[src/rtl/jtag_pkg.sv]
// Shared TAP definitions: controller state encoding and instruction opcodes.
package jtag_pkg;

  typedef enum logic [3:0] {
    TLR, RTI,
    SEL_DR, CAP_DR, SH_DR, EX1_DR, PA_DR, EX2_DR, UPD_DR,
    SEL_IR, CAP_IR, SH_IR, EX1_IR, PA_IR, EX2_IR, UPD_IR
  } tap_state_e;

  localparam logic [3:0] IDCODE     = 4'h1;
  localparam logic [3:0] USER       = 4'h8;
  localparam logic [3:0] BYPASS     = 4'hF;
  // Fixed pattern loaded at Capture-IR so a host can check scan-chain integrity.
  localparam logic [3:0] IR_CAPTURE = 4'b0101;

endpackage

[src/rtl/jtag_tap_fsm.sv]
// IEEE 1149.1 TAP state machine; advances on every rising tck, trst low forces Test-Logic-Reset.
module jtag_tap_fsm
  import jtag_pkg::*;
(
  input  logic       tck,
  input  logic       trst,
  input  logic       tms,
  output tap_state_e state
);

  tap_state_e state_q, state_d;

  always_ff @(posedge tck) begin
    if (!trst) state_q <= TLR;
    else       state_q <= state_d;
  end

  always_comb begin
    state_d = state_q;
    case (state_q)
      TLR:    state_d = tms ? TLR    : RTI;
      RTI:    state_d = tms ? SEL_DR : RTI;
      SEL_DR: state_d = tms ? SEL_IR : CAP_DR;
      CAP_DR: state_d = tms ? EX1_DR : SH_DR;
      SH_DR:  state_d = tms ? EX1_DR : SH_DR;
      EX1_DR: state_d = tms ? UPD_DR : PA_DR;
      PA_DR:  state_d = tms ? EX2_DR : PA_DR;
      EX2_DR: state_d = tms ? UPD_DR : SH_DR;
      UPD_DR: state_d = tms ? SEL_DR : RTI;
      SEL_IR: state_d = tms ? TLR    : CAP_IR;
      CAP_IR: state_d = tms ? EX1_IR : SH_IR;
      SH_IR:  state_d = tms ? EX1_IR : SH_IR;
      EX1_IR: state_d = tms ? UPD_IR : PA_IR;
      PA_IR:  state_d = tms ? EX2_IR : PA_IR;
      EX2_IR: state_d = tms ? UPD_IR : SH_IR;
      UPD_IR: state_d = tms ? SEL_DR : RTI;
    endcase
  end

  assign state = state_q;

endmodule

[src/rtl/jtag_tap_ctrl.sv]
// TAP controller top: instruction register, IDCODE/USER/BYPASS data registers and registered tdo.
module jtag_tap_ctrl
  import jtag_pkg::*;
#(
  parameter logic [31:0] IDCODE_VAL = 32'h1000_563D,
  parameter int          IR_W       = 4
) (
  input  logic            tck,
  input  logic            trst,
  input  logic            tdi,
  input  logic            tms,
  output logic            tdo,
  output logic            tdo_en,
  output logic [IR_W-1:0] ir_out,
  input  logic [7:0]      status_in,
  output logic [7:0]      ctrl_reg
);

  tap_state_e state;

  jtag_tap_fsm u_fsm (
    .tck   (tck),
    .trst  (trst),
    .tms   (tms),
    .state (state)
  );

  logic [IR_W-1:0] ir_sr_q, ir_sr_d, ir_q, ir_d;
  logic [31:0]     id_sr_q, id_sr_d;
  logic [7:0]      user_sr_q, user_sr_d, ctrl_q, ctrl_d;
  logic            byp_q, byp_d, tdo_q, tdo_d, tdo_en_q, tdo_en_d;
  logic            sel_id, sel_user;

  // Unknown opcodes fall through to BYPASS.
  assign sel_id   = (ir_q == IR_W'(IDCODE));
  assign sel_user = (ir_q == IR_W'(USER));

  always_comb begin
    ir_sr_d   = ir_sr_q;
    ir_d      = ir_q;
    id_sr_d   = id_sr_q;
    user_sr_d = user_sr_q;
    byp_d     = byp_q;
    ctrl_d    = ctrl_q;
    tdo_d     = 1'b0;
    tdo_en_d  = 1'b0;
    unique case (state)
      TLR: begin
        ir_d   = IR_W'(IDCODE);
        ctrl_d = 8'h00;
      end
      CAP_IR: ir_sr_d = IR_W'(IR_CAPTURE);
      SH_IR: begin
        tdo_d    = ir_sr_q[0];
        tdo_en_d = 1'b1;
        ir_sr_d  = {tdi, ir_sr_q[IR_W-1:1]};
      end
      UPD_IR: ir_d = ir_sr_q;
      CAP_DR: begin
        if (sel_id)        id_sr_d   = {IDCODE_VAL[31:1], 1'b1};
        else if (sel_user) user_sr_d = status_in;
        else               byp_d     = 1'b0;
      end
      // tdo takes the bit about to fall off the LSB end, so it appears one tck later.
      SH_DR: begin
        tdo_en_d = 1'b1;
        if (sel_id) begin
          tdo_d   = id_sr_q[0];
          id_sr_d = {tdi, id_sr_q[31:1]};
        end else if (sel_user) begin
          tdo_d     = user_sr_q[0];
          user_sr_d = {tdi, user_sr_q[7:1]};
        end else begin
          tdo_d = byp_q;
          byp_d = tdi;
        end
      end
      UPD_DR: if (sel_user) ctrl_d = user_sr_q;
      default: ;
    endcase
  end

  always_ff @(posedge tck) begin
    if (!trst) begin
      ir_sr_q   <= '0;
      ir_q      <= IR_W'(IDCODE);
      id_sr_q   <= '0;
      user_sr_q <= '0;
      byp_q     <= 1'b0;
      ctrl_q    <= 8'h00;
      tdo_q     <= 1'b0;
      tdo_en_q  <= 1'b0;
    end else begin
      ir_sr_q   <= ir_sr_d;
      ir_q      <= ir_d;
      id_sr_q   <= id_sr_d;
      user_sr_q <= user_sr_d;
      byp_q     <= byp_d;
      ctrl_q    <= ctrl_d;
      tdo_q     <= tdo_d;
      tdo_en_q  <= tdo_en_d;
    end
  end

  assign tdo      = tdo_q;
  assign tdo_en   = tdo_en_q;
  assign ir_out   = ir_q;
  assign ctrl_reg = ctrl_q;

endmodule

[config.mk]
export PLATFORM = sky130hd
export DESIGN_NAME = jtag_tap_ctrl
export DESIGN_NICKNAME = d
export VERILOG_FILES = /design/src/rtl/jtag_pkg.sv /design/src/rtl/jtag_tap_fsm.sv /design/src/rtl/jtag_tap_ctrl.sv
export SDC_FILE = /design/constraint.sdc
export NUM_CORES = 1
export LEC_CHECK = 0
export BUFFER_PORTS_ARGS = -buffer_cell sky130_fd_sc_hd__buf_4
export CORE_MARGIN = 2
export CORE_UTILIZATION = 40
export DETAILED_ROUTE_END_ITERATION = 6
export PLACE_DENSITY_LB_ADDON = 0.05
export SYNTH_ARGS = -nofsm -noshare
export SYNTH_HDL_FRONTEND = slang
export SYNTH_HIERARCHICAL = 1
export SYNTH_SLANG_ARGS = --single-unit
export TNS_END_PERCENT = 10
[constraint.sdc]
create_clock -name tck -period 1.82 [get_ports tck]
set_input_delay 0.364 -clock tck [delete_from_list [all_inputs] [get_ports tck]]
set_output_delay 0.364 -clock tck [all_outputs]
set_load 0.005 [all_outputs]
# Yosys cells after proc, flatten, opt, wreduce, memory -nomap -nowiden
# Cells that the tools add are included.
# W data, S select, Z words.
dict set report op_classes {
  n_eq_ne 26
  muxes 34
  reduce_logical 13
}
# cell count
set op_table {}
lappend op_table {{$mux W32} 2}
lappend op_table {{$pmux W32 S2} 1}
lappend op_table {{$pmux W4 S12} 1}
lappend op_table {{$mux W8} 5}
lappend op_table {{$eq A4 B4 Y1 const B} 9}
lappend op_table {{$pmux W8 S2} 2}
lappend op_table {{$ne A2 B2 Y1 const B} 9}
lappend op_table {{$eq A4 B3 Y1 const B} 4}
lappend op_table {{$mux W4} 4}
lappend op_table {{$pmux W4 S2} 2}
lappend op_table {{$mux W1} 10}
lappend op_table {{$reduce_and A5 Y1} 2}
lappend op_table {{$eq A4 B1 Y1 const B} 2}
lappend op_table {{$eq A4 B2 Y1 const B} 2}
lappend op_table {{$reduce_bool A2 Y1} 4}
lappend op_table {{$mux W2} 3}
lappend op_table {{$mux W3} 2}
lappend op_table {{$reduce_or A2 Y1} 3}
lappend op_table {{$logic_not A4 Y1} 1}
lappend op_table {{$pmux W1 S2} 2}
lappend op_table {{$reduce_and A3 Y1} 1}
lappend op_table {{$reduce_or A3 Y1} 1}
lappend op_table {{$reduce_and A2 Y1} 1}
dict set report totals {
  reg_bits 63
  inputBits 12
}

# Logic depth before layout (Yosys ltp)
# Gate-level depths: netlist of run 1.
dict set report logic_depth {
  word_depth 4
  ltp_mapped 7
  mapped_depth_nobuf 4
}

# By module
# Netlist of run 1, hierarchy kept.
# mod instances cells_per_inst area_each_um2
set by_module_without_submodules {}
lappend by_module_without_submodules {jtag_tap_ctrl 1 236 2319.7}
lappend by_module_without_submodules {jtag_tap_fsm 1 38 315.3}

# Least setup slack after synthesis of run 1
# No wires, ideal clock.
dict set report synth_path {
  path_type {reg2reg}
  start {reg ir_q[3], in the netlist ir_out[3]}
  end {reg tdo_q, in the netlist tdo}
  arrival_time_ns 1.416
  t_required_ns 1.699
  path_slack_ns 0.283
  path_stages_with_launch 6
  n_path_buf 1
  synth_period_minus_slack_ns 1.537
  path_cell_list {dfxtp_1 -> buf_2 -> or4b_4 -> o22a_1 -> o2111ai_1 -> nand2_1}
}
dict set report synth_between {
  elab_chain_len 4
  elab_cells_between_ends 5
  cone_classes {eq/ne: 2; mux: 3}
}
# element line
set synth_lines {}
lappend synth_lines {{start, declared} jtag_tap_ctrl.sv:28} ;# logic [IR_W-1:0] ir_sr_q, ir_sr_d, ir_q, ir_d;
lappend synth_lines {{start signal, assigned} jtag_tap_ctrl.sv:86} ;# ir_q <= IR_W'(IDCODE);
lappend synth_lines {{start signal, assigned} jtag_tap_ctrl.sv:95} ;# ir_q <= ir_d;
lappend synth_lines {{$eq A4 B4 Y1} jtag_tap_ctrl.sv:36} ;# assign sel_user = (ir_q == IR_W'(USER));
lappend synth_lines {{$mux W1} jtag_tap_ctrl.sv:70} ;# end else if (sel_user) begin
lappend synth_lines {{$mux W1 *} jtag_tap_ctrl.sv:67} ;# if (sel_id) begin
lappend synth_lines {{$pmux W1 S2 *} jtag_tap_ctrl.sv:47} ;# unique case (state)
lappend synth_lines {{end signal, assigned} jtag_tap_ctrl.sv:100} ;# tdo_q <= tdo_d;
lappend synth_lines {{end, declared} jtag_tap_ctrl.sv:31} ;# logic byp_q, byp_d, tdo_q, tdo_d, tdo_en_q, tdo_en_d;
# Mark *: on every way between the ends. The rest lies on a longest branch, timed or not.
# A chain may end at the register's enable or synchronous reset.

# Final worst setup path of run 1
dict set report layout_path {
  start {reg u_fsm.state_q[3], in the netlist u_fsm/state[3]}
  end {reg id_sr_q[12]}
}
dict set report layout_between {
  elab_chain_len 3
  elab_cells_between_ends 7
  cone_classes {eq/ne: 4; mux: 1; reduce/logical: 2}
}
# element line
set layout_lines {}
lappend layout_lines {{start, declared} jtag_tap_fsm.sv:11} ;# tap_state_e state_q, state_d;
lappend layout_lines {{start signal, assigned} jtag_tap_fsm.sv:15} ;# else state_q <= state_d;
lappend layout_lines {{$eq A4 B3 Y1 / $eq A4 B2 Y1 (equally long branches)} jtag_tap_ctrl.sv:47}
lappend layout_lines {{$ne A2 B2 Y1 (no line) / $reduce_bool A2 Y1 (equally long branches)} n/a}
lappend layout_lines {{$reduce_and A3 Y1 (no line)} n/a}
lappend layout_lines {{end signal, assigned} jtag_tap_ctrl.sv:96} ;# id_sr_q <= id_sr_d;
lappend layout_lines {{end, declared} jtag_tap_ctrl.sv:29} ;# logic [31:0] id_sr_q, id_sr_d;
# Several ways; a longest one is shown, not always the timed one.

==> metrics.md, run 1 <==
| Metric | Value |
|---|---|
| Max-cap check violation count | 0 |
| Overall Global Routing Usage | 15.91% |
| Post-layout minimum cycle time | 1.644 ns |
| IO buf count | 25 |
| # setup viols final | 0 |
| RSZ-0062 raised after global routing | false |
| Via count | between 2000 and 2500 |
| Worst-skew pair later-pin latency | about 0.33 ns |
| Post-synth EDFFs | 0 |
| Final WL | 5558 um |
| Initial Utilization | 41.50% |
| WL/cell | 14.36 um |
| Dominant cells by area after synthesis | dfxtp_1 (48%), a22oi_1 (8.0%), nor2_1 (7.1%) |
| Worst Slack Setup Final | 0.1759 ns |
| Initial antenna violation count | 0 |
| Worst clock skew | 0.005728 ns |
| CP top delay family | simple AND/OR/NAND/NOR gates |
| Worst path bufs/invs | 1 |
| CP Data Arrival Time | 1.92 ns |
| CP max-delay cell | nor4b_4 |
| Seq/Total Area, Yosys | 47.86% |
| DRT antenna net count | 0 |
| Diode count | 0 |
| CTS buffer count | 9 |
| Synth Instances | 274 |
| Nets | 317 |
| Die Span Y | 85.17 um |
| Max VDD drop | approximately 650 uV |
| TritonCTS Sinks | 63 |
| CTS Hold Bufs | 0 |
| Clock Path Buffers | 2 |
| Max transition margin | 70.41% |
| Status | finished, final reports clean |
| Setup Crit Path Kind | flop to flop |
| Top-area cell type share of the netlist area | 47.86% |
| CP endpoint kind | flop |
| Slew @ Worst Pin | 0.4434 ns |
| Number of stages on the worst setup path | 5 |
| Critical path cell sequence | nor4b_4 > buf_4 > nor2_1 > nor2_4 > o221a_2 |
| DP Wirelength | 3623 um |
| CTS tree | yes |
| Detailed Routing Iterations Pass 1 | 5 |
| CP Launch Type | flop |
| Htree depth | 3 |
| Fmax | 608.2 MHz |
| Iteration-0 DRC Markers | 94 |
| Layout cells sized above 1 | between 20% and 30% |
| Reg2Reg Depth | 5 |
| Via density | 5.416 |
| Remaining DRCs | 0 |
| Worst Hold Depth | 3 |
| # IOs | 26 |
| Clock slew at reported path FFs | 0.07 ns |
| Crit path max fanout | 10 |
| Pleak | 1.165 nW |
| Worst hold path class | input pin to flop |
| Root buf cell | clkbuf_8 |
| Ys async rst share | 0% |
| First-pass GRT wire length | 9211 um |
| Die width | roughly 85 um |
| Post-route setup TNS | 0 ns |
| Most common cell after layout, fill and taps aside | dfxtp_1 |
| Worst path max stage delay | 0.48 ns |
| PD cells | 977.0 nW/um^2 |
| Die area | 7253 um^2 |
| RePlAce Congestion | 0.7535 |
| Fillers | 602 |
| Largest net degree at the start of global routing | 37 |
| Area Growth Syn to Fin | 20.56% |
| Synthesized area per cell | around 9.6 um^2 |
| Syn_nets | 286 |
| Synth cell types | 52 |
| Pre-CTS setup slack | 0.1925 ns |
| Biggest area consumer among synthesized cells | dfxtp_1 |
| Max FFs per register | 32 |
| Netlist Area Pre-Place | 2635 um^2 |
| Synth warn | 6 |
| Synth Register Bits | 63 |
| Vias in the first global route | 1918 |
| Top_reg_cell synth | dfxtp_1 |
| Critical path required time | 2.10 ns |
| Final hold violations | 0 |
| GRT overflow | 0 |
| Cell row count | 29 |
| Final Cycle Share | around nine tenths |
| Most frequent cells in the layout | dfxtp_1 (63), nor2_1 (50), buf_4 (39) |
| Max-slew violations | 0 |
| Core ar. | 6350 um^2 |
routing by layer:
| metal | global-route usage [%] | up-vias | wire length (um) |
|---|---|---|---|
| li1 | - | 1066 | - |
| met2 | 23.72 | 30 | 2586 |
| met1 | 21.73 | 998 | 2705 |
| met4 | 3.896 | 0 | 19 |
| met3 | 6.226 | 2 | 247 |
| met5 | 0 | - | 0 |
worst paths after layout:
path	startpoint	to	slack [ns]
worst max register to register	u_fsm/state[3]	id_sr_q[12]	0.18
worst min register to register	ir_sr_q[1]	ir_sr_q[0]	0.49
worst min-delay path	status_in[5]	user_sr_q[5]	0.30
worst max-delay path	u_fsm/state[3]	id_sr_q[12]	0.18
timing repair:
item / in CTS / in global routing
resized for setup: 0 / 1
setup buffers: 0 / 0
endpoints found under the hold margin: 0 / 0
endpoints found under the setup margin: 0 / 1
power breakdown:
group,internal (mW),leakage (nW),switching (mW)
clock network,0.942,0.122,0.531
logic,0.0879,0.535,0.124
registers,1.40,0.508,0.0192
total,2.43,1.17,0.675
cell type report:
| type | count | area (um^2) | area share [%] |
|---|---|---|---|
| Sequential cell | 63 | 1261 | 39.70 |
| Timing Repair Buffer | 41 | 332.8 | 10.48 |
| Tap cell | 77 | 96.34 | 3.033 |
| Multi-Input combinational cell | 182 | 1211 | 38.13 |
| Inverter | 8 | 30.03 | 0.9453 |
| Clock buffer | 10 | 137.6 | 4.332 |
| Clock inverter | 6 | 107.6 | 3.387 |
cell families after synthesis:
kind of cell,count (synthesis),synth area share (%)
AND/OR/NAND/NOR,98,19.61
AO/OA/AOI/OAI,82,25.17
flip-flops,63,47.86
buffers and inverters,29,6.410
XOR/XNOR,2,0.9499
worst min-delay path: stages:
cell      delay, ns
buf_4          0.11
nand2_1        0.04
a311oi_1       0.07
per-stage QoR:
stage          hold slack (ns)  utilization (%)  power [mW]  instance area [um^2]  cells
2_1_floorplan           0.4505                -       1.591                  2635    274
3_3_place_gp            0.4737            46.07       1.662                  2925    371
3_5_place_dp            0.4814            46.07       1.661                  2925    371
4_1_cts                 0.2867            49.93       3.146                  3171    387
5_1_grt                 0.2976            50.03       3.228                  3177    387
6_report                0.2992            50.03       3.104                  3177    387
cell usage after synthesis, types with 2 or more instances:
library cell and n:
buf_2 3, dfxtp_1 63, a22oi_1 28, buf_4 5, nor4b_2 2, inv_2 3, o21ai_1 3, clkbuf_1 8
nand3_1 4, o211ai_1 2, a21oi_1 8, inv_1 5, buf_6 5, nor3_1 5, o21ai_0 5, o221a_2 9
or4b_4 2, a22oi_2 4, nor2_1 50, a311oi_1 10, nand2_1 19
Power figures use the tool's default switching activity.
==> run 2: changes to the inputs <==
==> constraint.sdc (replaced) <==
create_clock -name tck -period 1.6 [get_ports tck]
set_input_delay 0.32 -clock tck [delete_from_list [all_inputs] [get_ports tck]]
set_output_delay 0.32 -clock tck [all_outputs]
set_load 0.005 [all_outputs]
==> run 2 against run 1 <==
Combinational power is 17% higher. Cell area is 2.3% higher. Via count is 1.8% higher.
==> metrics.md, run 2 (same netlist as run 1, synthesis figures left out) <==
| Metric | Value |
|---|---|
| Status | finished, final reports clean |
| Max-cap check violation count | 0 (unchanged) |
| # IOs | 26 (unchanged) |
| Via density | 5.389 (-0.50%) |
| GRT overflow | 0 (unchanged) |
| CP Data Arrival Time | 1.82 ns (-0.10 ns) |
| Post-route setup TNS | 0 ns (unchanged) |
| Layout cells sized above 1 | 30.09% (+2.4 points) |
| CP max-delay cell | or4b_4 |
| Hold Path Sink | user_sr_q[5] |
| Worst-skew pair later-pin latency | 0.33 ns (about the same) |
| Fillers | 600 (-0.33%) |
| CTS tree | yes |
| Post-Place Cells | 380 (+2.4%) |
| Worst hold path class | input pin to flop |
| Overall Global Routing Usage | 16.47% (+0.56 points) |
| Launching point of the worst reg2reg path | ir_out[0] |
| Nets | 326 (+2.8%) |
| Hold wc startpoint | status_in[5] |
| Initial antenna violation count | 0 (unchanged) |
| Max transition margin | 76.73% (+6.3 points) |
| Area Growth Syn to Fin | 23.31% |
| Post-route cell area | 3249 um^2 (+2.3%) |
| Initial Utilization | 41.50% (unchanged) |
| Largest net degree at the start of global routing | 48 (+30%) |
| Root buf cell | clkbuf_8 |
| Most common cell after layout, fill and taps aside | dfxtp_1 |
| Combinational power share | 7.3% (+0.5 points) |
| Area after DPL | 3005 um^2 (+2.7%) |
| Footprint of the multi-input gates | 1220 um^2 (+0.72%) |
| Worst path bufs/invs | 0 (-1) |
| Clk pwr share | 45.3% (-2.2 points) |
| Reg-to-Reg End | id_sr_q[3] |
| CTS buffer count | 9 (unchanged) |
| Diode count | 0 (unchanged) |
| Critical path required time | 1.88 ns (-0.22 ns) |
| CTS Hold Bufs | 0 (unchanged) |
| Setup Buffers After CTS | 0 (unchanged) |
| Final Cycle Share | 96.84% (+6.5 points) |
| Worst path max stage delay | 0.57 ns (+0.09 ns) |
| Die Span Y | 85.17 um (unchanged) |
| Pleak | 1.202 nW (+3.1%) |
| Sequential share of power | 47.4% (+1.7 points) |
| Most frequent cells in the layout | dfxtp_1 (61), nor2_1 (50), buf_4 (46) |
| Sequential cell area | 1264 um^2 (+0.20%) |
| Max VDD drop | 742.7 uV (+15%) |
| Die area | 7253 um^2 (unchanged) |
| Worst Hold Depth | 3 (unchanged) |
| Vias in the first global route | 1981 (+3.3%) |
| WL/cell | 14.30 um (-0.41%) |
| DP Wirelength | 3736 um (+3.1%) |
| RSZ-0062 raised after global routing | true |
| Reg2reg setup slack | 0.05 ns (-0.13 ns) |
| Core ar. | 6350 um^2 (unchanged) |
| Crit path max fanout | 10 (unchanged) |
| Max FFs per register | 32 (unchanged) |
| Critical path cell sequence | or4b_4 > nor2_4 > o221a_2 |
| Internal cell power | 2.617 mW (+7.7%) |
| Net Sw Power | 783.2 uW (+16%) |
| Fmax | 645.4 MHz (+6.1%) |
| Cell row count | 29 (unchanged) |
| Iteration-0 DRC Markers | 63 (-33%) |
| Remaining DRCs | 0 (unchanged) |
| CP top delay family | simple AND/OR/NAND/NOR gates |
| Setup Crit Path Kind | flop to flop |
| CP Launch Type | flop |
| Final hold violations | 0 (unchanged) |
| CP endpoint kind | flop |
| Clock Path Buffers | 2 (unchanged) |
| Clock slew at reported path FFs | 0.07 ns (about the same) |
| Max-slew violations | 0 (unchanged) |
| Die width | 85.17 um (unchanged) |
| Via count | 2134 (+1.8%) |
| PD cells | 1046 nW/um^2 (+7.1%) |
| RePlAce Congestion | 0.7865 (+4.4%) |
| Switching share of power | 23.04% (+1.3 points) |
| Htree depth | 3 (unchanged) |
| DRT antenna net count | 0 (unchanged) |
| Slew @ Worst Pin | 0.3459 ns (-0.09752 ns) |
| Post-layout minimum cycle time | 1.550 ns (-0.09462 ns) |
| First-pass GRT wire length | 9515 um (+3.3%) |
| Detailed Routing Iterations Pass 1 | 4 (-1) |
| # setup viols final | 0 (unchanged) |
| TritonCTS Sinks | 63 (unchanged) |
| IO buf count | 25 (unchanged) |
| Reg2Reg Depth | 3 (-2) |
| Worst clock skew | 0.006686 ns (+0.0009582 ns) |
| Final WL | 5664 um (+1.9%) |
| Non-filler instance count after layout | 396 (+2.3%) |
run 2: worst max path at each step:
| stage | endpoint | slack [ns] | startpoint | cells after the start |
|---|---|---|---|---|
| after detailed placement | user_sr_q[6] | 0.01 | u_fsm/state[3] | 5 |
| final | id_sr_q[3] | 0.05 | ir_out[0] | 3 |
| after floorplan | tdo | 0.06 | ir_out[3] | 5 |
| after global placement | user_sr_q[5] | 0.04 | u_fsm/state[3] | 5 |
| after CTS | user_sr_q[5] | 0.03 | u_fsm/state[3] | 5 |
| after global routing | id_sr_q[7] | -0.03 | ir_out[0] | 5 |
run 2: repair_timing:
item                                   CTS  global route
setup endpoints to repair                0            31
resized for setup                        0             5
endpoints found under the hold margin    0             0
run 2: final cells by class:
type / instances / share of cell area [%]
clock inverters: 5 / 2.503
clock buffers: 11 / 4.351
repair buffers: 50 / 12.82
well taps: 77 / 2.965
flip-flops and latches: 63 / 38.89
inverters: 8 / 0.9241
multi-input cells: 182 / 37.54
run 2: power groups by stage:
stage | logic, mW | registers, mW | clock network, mW
after floorplan | 0.160 | 1.65 | 0
after global placement | 0.246 | 1.65 | 0
after detailed placement | 0.248 | 1.65 | 0
after CTS | 0.248 | 1.61 | 1.58
after global routing | 0.273 | 1.61 | 1.66
final | 0.247 | 1.61 | 1.54
run 2: metal layers:
layer  part of all wire, %  GRT usage [%]  vias up  wire (um)
met5                     0              0        -          0
li1                      -              -     1092          -
met1                    49          21.42      997       2795
met3                   4.2          5.934        4        236
met4                  0.46          4.185        0         26
met2                    46          26.14       41       2607
run 2: metrics by stage:
step           hold WS, ns  worst slack [ns]  total power, mW  util, %
6_report            0.2609           0.05049            3.400    51.17
2_1_floorplan       0.4479           0.06331            1.809        -
3_3_place_gp        0.4784           0.04464            1.895    47.33
5_1_grt             0.2390          -0.03196            3.548    51.17
4_1_cts             0.2386           0.02742            3.442    50.84
3_5_place_dp        0.4781           0.01425            1.896    47.33
run 2: worst register-to-register path, stage by stage, from the launching register on:
cell and delay, ns:
dfxtp_1 0.45, or4b_4 0.57, nor2_4 0.25, o221a_2 0.23
==> run 3: changes to the inputs <==
--- a/config.mk
+++ b/config.mk
@@ -6,10 +6,10 @@
 export NUM_CORES = 1
 export LEC_CHECK = 0
 export BUFFER_PORTS_ARGS = -buffer_cell sky130_fd_sc_hd__buf_4
-export CORE_MARGIN = 2
+export CORE_MARGIN = 3
 export CORE_UTILIZATION = 40
 export DETAILED_ROUTE_END_ITERATION = 6
-export PLACE_DENSITY_LB_ADDON = 0.05
+export PLACE_DENSITY = 0.58
 export SYNTH_ARGS = -nofsm -noshare
 export SYNTH_HDL_FRONTEND = slang
 export SYNTH_HIERARCHICAL = 1
==> run 3 against run 2 <==
Routed wire length increased by 1.1%. Highest routed layer unchanged. Cell count decreased by 1.5%. Largest power group unchanged. Largest cell class unchanged. Die area increased by 4.8%. Clock power decreased by 19%. Hold slack improved by 0.0015 ns.
==> metrics.md, run 3 (same netlist as run 1, synthesis figures left out) <==
| Metric | Value |
|---|---|
| Overall Global Routing Usage | 15.72% (-0.75 points) |
| Setup Buffers After CTS | 0 (unchanged) |
| Most common cell after layout, fill and taps aside | dfxtp_1 |
| Crit path max fanout | 10 (unchanged) |
| Final core occ | 51.47% (+0.30 points) |
| Max VDD drop | 565.7 uV (-24%) |
| Critical path cell sequence | or4b_4 > nor2_4 > a22oi_1 > nor2_1 |
| PD cells | 983.1 nW/um^2 (-6.0%) |
| Post-layout minimum cycle time | 1.555 ns (+0.005444 ns) |
| Final WL | 5729 um (+1.1%) |
| Core ar. | 6131 um^2 (-3.4%) |
| Max-slew violations | 0 (unchanged) |
| Max transition margin | 73.43% (-3.3 points) |
| Final hold violations | 0 (unchanged) |
| # IOs | 26 (unchanged) |
| Slew @ Worst Pin | 0.3975 ns (+0.05156 ns) |
| Worst-skew pair later-pin latency | 0.33 ns (about the same) |
| Area after DPL | 2940 um^2 (-2.2%) |
| Pleak | 1.147 nW (-4.5%) |
| DRT antenna net count | 0 (unchanged) |
| Critical path required time | 1.87 ns (about the same) |
| Initial antenna violation count | 0 (unchanged) |
| Max-cap check violation count | 0 (unchanged) |
| Vias in the first global route | 1961 (-1.0%) |
| Die width | 87.17 um (+2.3%) |
| Htree depth | 3 (unchanged) |
| Area Growth Syn to Fin | 19.75% |
| Layout cells sized above 1 | 31.43% (+1.3 points) |
| Clock Path Buffers | 2 (unchanged) |
| First-pass GRT wire length | 9522 um (about the same) |
| CTS buffer count | 9 (unchanged) |
| Fmax | 643.1 MHz (-0.35%) |
| RSZ-0062 raised after global routing | true |
| Iteration-0 DRC Markers | 63 (unchanged) |
| IO buf count | 25 (unchanged) |
| Worst path bufs/invs | 0 (unchanged) |
| Remaining DRCs | 0 (unchanged) |
| CP Launch Type | flop |
| Worst hold path class | input pin to flop |
| Final Cycle Share | 97.18% (+0.34 points) |
| Clock slew at reported path FFs | 0.07 ns (about the same) |
| Max FFs per register | 32 (unchanged) |
| CTS Hold Bufs | 0 (unchanged) |
| CP endpoint kind | flop |
| Setup Crit Path Kind | flop to flop |
| Worst clock skew | 0.006727 ns (+0.00004128 ns) |
| Detailed Routing Iterations Pass 1 | 4 (unchanged) |
| Hold wc startpoint | status_in[4] |
| CP Data Arrival Time | 1.82 ns (about the same) |
| CTS tree | yes |
| Die area | 7598 um^2 (+4.8%) |
| Post_cts resized | 0 (unchanged) |
| CP top delay family | simple AND/OR/NAND/NOR gates |
| DP Wirelength | 3699 um (-0.98%) |
| WL/cell | 14.69 um (+2.7%) |
| Status | finished, final reports clean |
| RePlAce Congestion | 0.8080 (+2.7%) |
| Initial Utilization | 42.98% (+1.5 points) |
| Via count | 2188 (+2.5%) |
| Most frequent cells in the layout | dfxtp_1 (55), nor2_1 (50), buf_4 (43) |
| Diode count | 0 (unchanged) |
| CP max-delay cell | or4b_4 |
| # setup viols final | 0 (unchanged) |
| Post-route cell area | 3156 um^2 (-2.9%) |
| CP startpoint | u_fsm/state[3] |
| Nets | 322 (-1.2%) |
| Cell row count | 28 (-3.4%) |
| Via density | 5.610 (+4.1%) |
| Die Span Y | 87.17 um (+2.3%) |
| Root buf cell | clkbuf_8 |
| GRT overflow | 0 (unchanged) |
| Launching point of the worst reg2reg path | u_fsm/state[3] |
| Largest net degree at the start of global routing | 23 (-52%) |
| TritonCTS Sinks | 63 (unchanged) |
| Worst path max stage delay | 0.62 ns (+0.05 ns) |
run 3: final cells by class:
type	instances	area [um^2]
Fill cell	586	2975
Clock inverter	5	32.53
Tap cell	75	93.84
Sequential cell	63	1271
Multi-Input combinational cell	183	1222
Timing Repair Buffer	45	354.1
Inverter	8	30.03
Clock buffer	11	151.4
run 3: per-stage QoR:
step / cells / setup slack, ns / power, mW / TNS [ns] / hold slack [ns]
floorplan: 274 / 0.06331 / 1.809 / 0 / 0.4479
global placement: 373 / 0.04701 / 1.889 / 0 / 0.4773
detailed placement: 373 / 0.02581 / 1.891 / 0 / 0.4870
CTS: 389 / 0.01616 / 3.134 / 0 / 0.2461
global route: 390 / -0.04759 / 3.257 / -0.2178 / 0.2598
finish: 390 / 0.04505 / 3.102 / 0 / 0.2625
run 3: layer usage:
layer | track usage, % | up-vias | share of wire [%]
met5 | 0 | - | 0
met4 | 4.463 | 0 | 0.77
met3 | 4.825 | 4 | 3.6
met2 | 23.12 | 32 | 46
met1 | 22.19 | 1064 | 49
li1 | - | 1088 | -
run 3: final timing paths:
path | end | slack, ns | cells past startpoint
setup reg to reg | id_sr_q[8] | 0.05 | 4
setup / recovery | id_sr_q[8] | 0.05 | 4
hold reg to reg | ir_sr_q[0] | 0.49 | 2
hold / removal | user_sr_q[4] | 0.26 | 3
run 3: power breakdown:
part | switching (mW) | internal, mW
registers | 0.0233 | 1.59
logic | 0.143 | 0.103
clock network | 0.599 | 0.640
run 3: worst reg2reg max path, delay by kind of cell, from the launching register on:
family	cells	cell delay (ns)
and+or+nand+nor	3	1.04
DFF	1	0.35
AOI/OAI and AO/OA	1	0.11
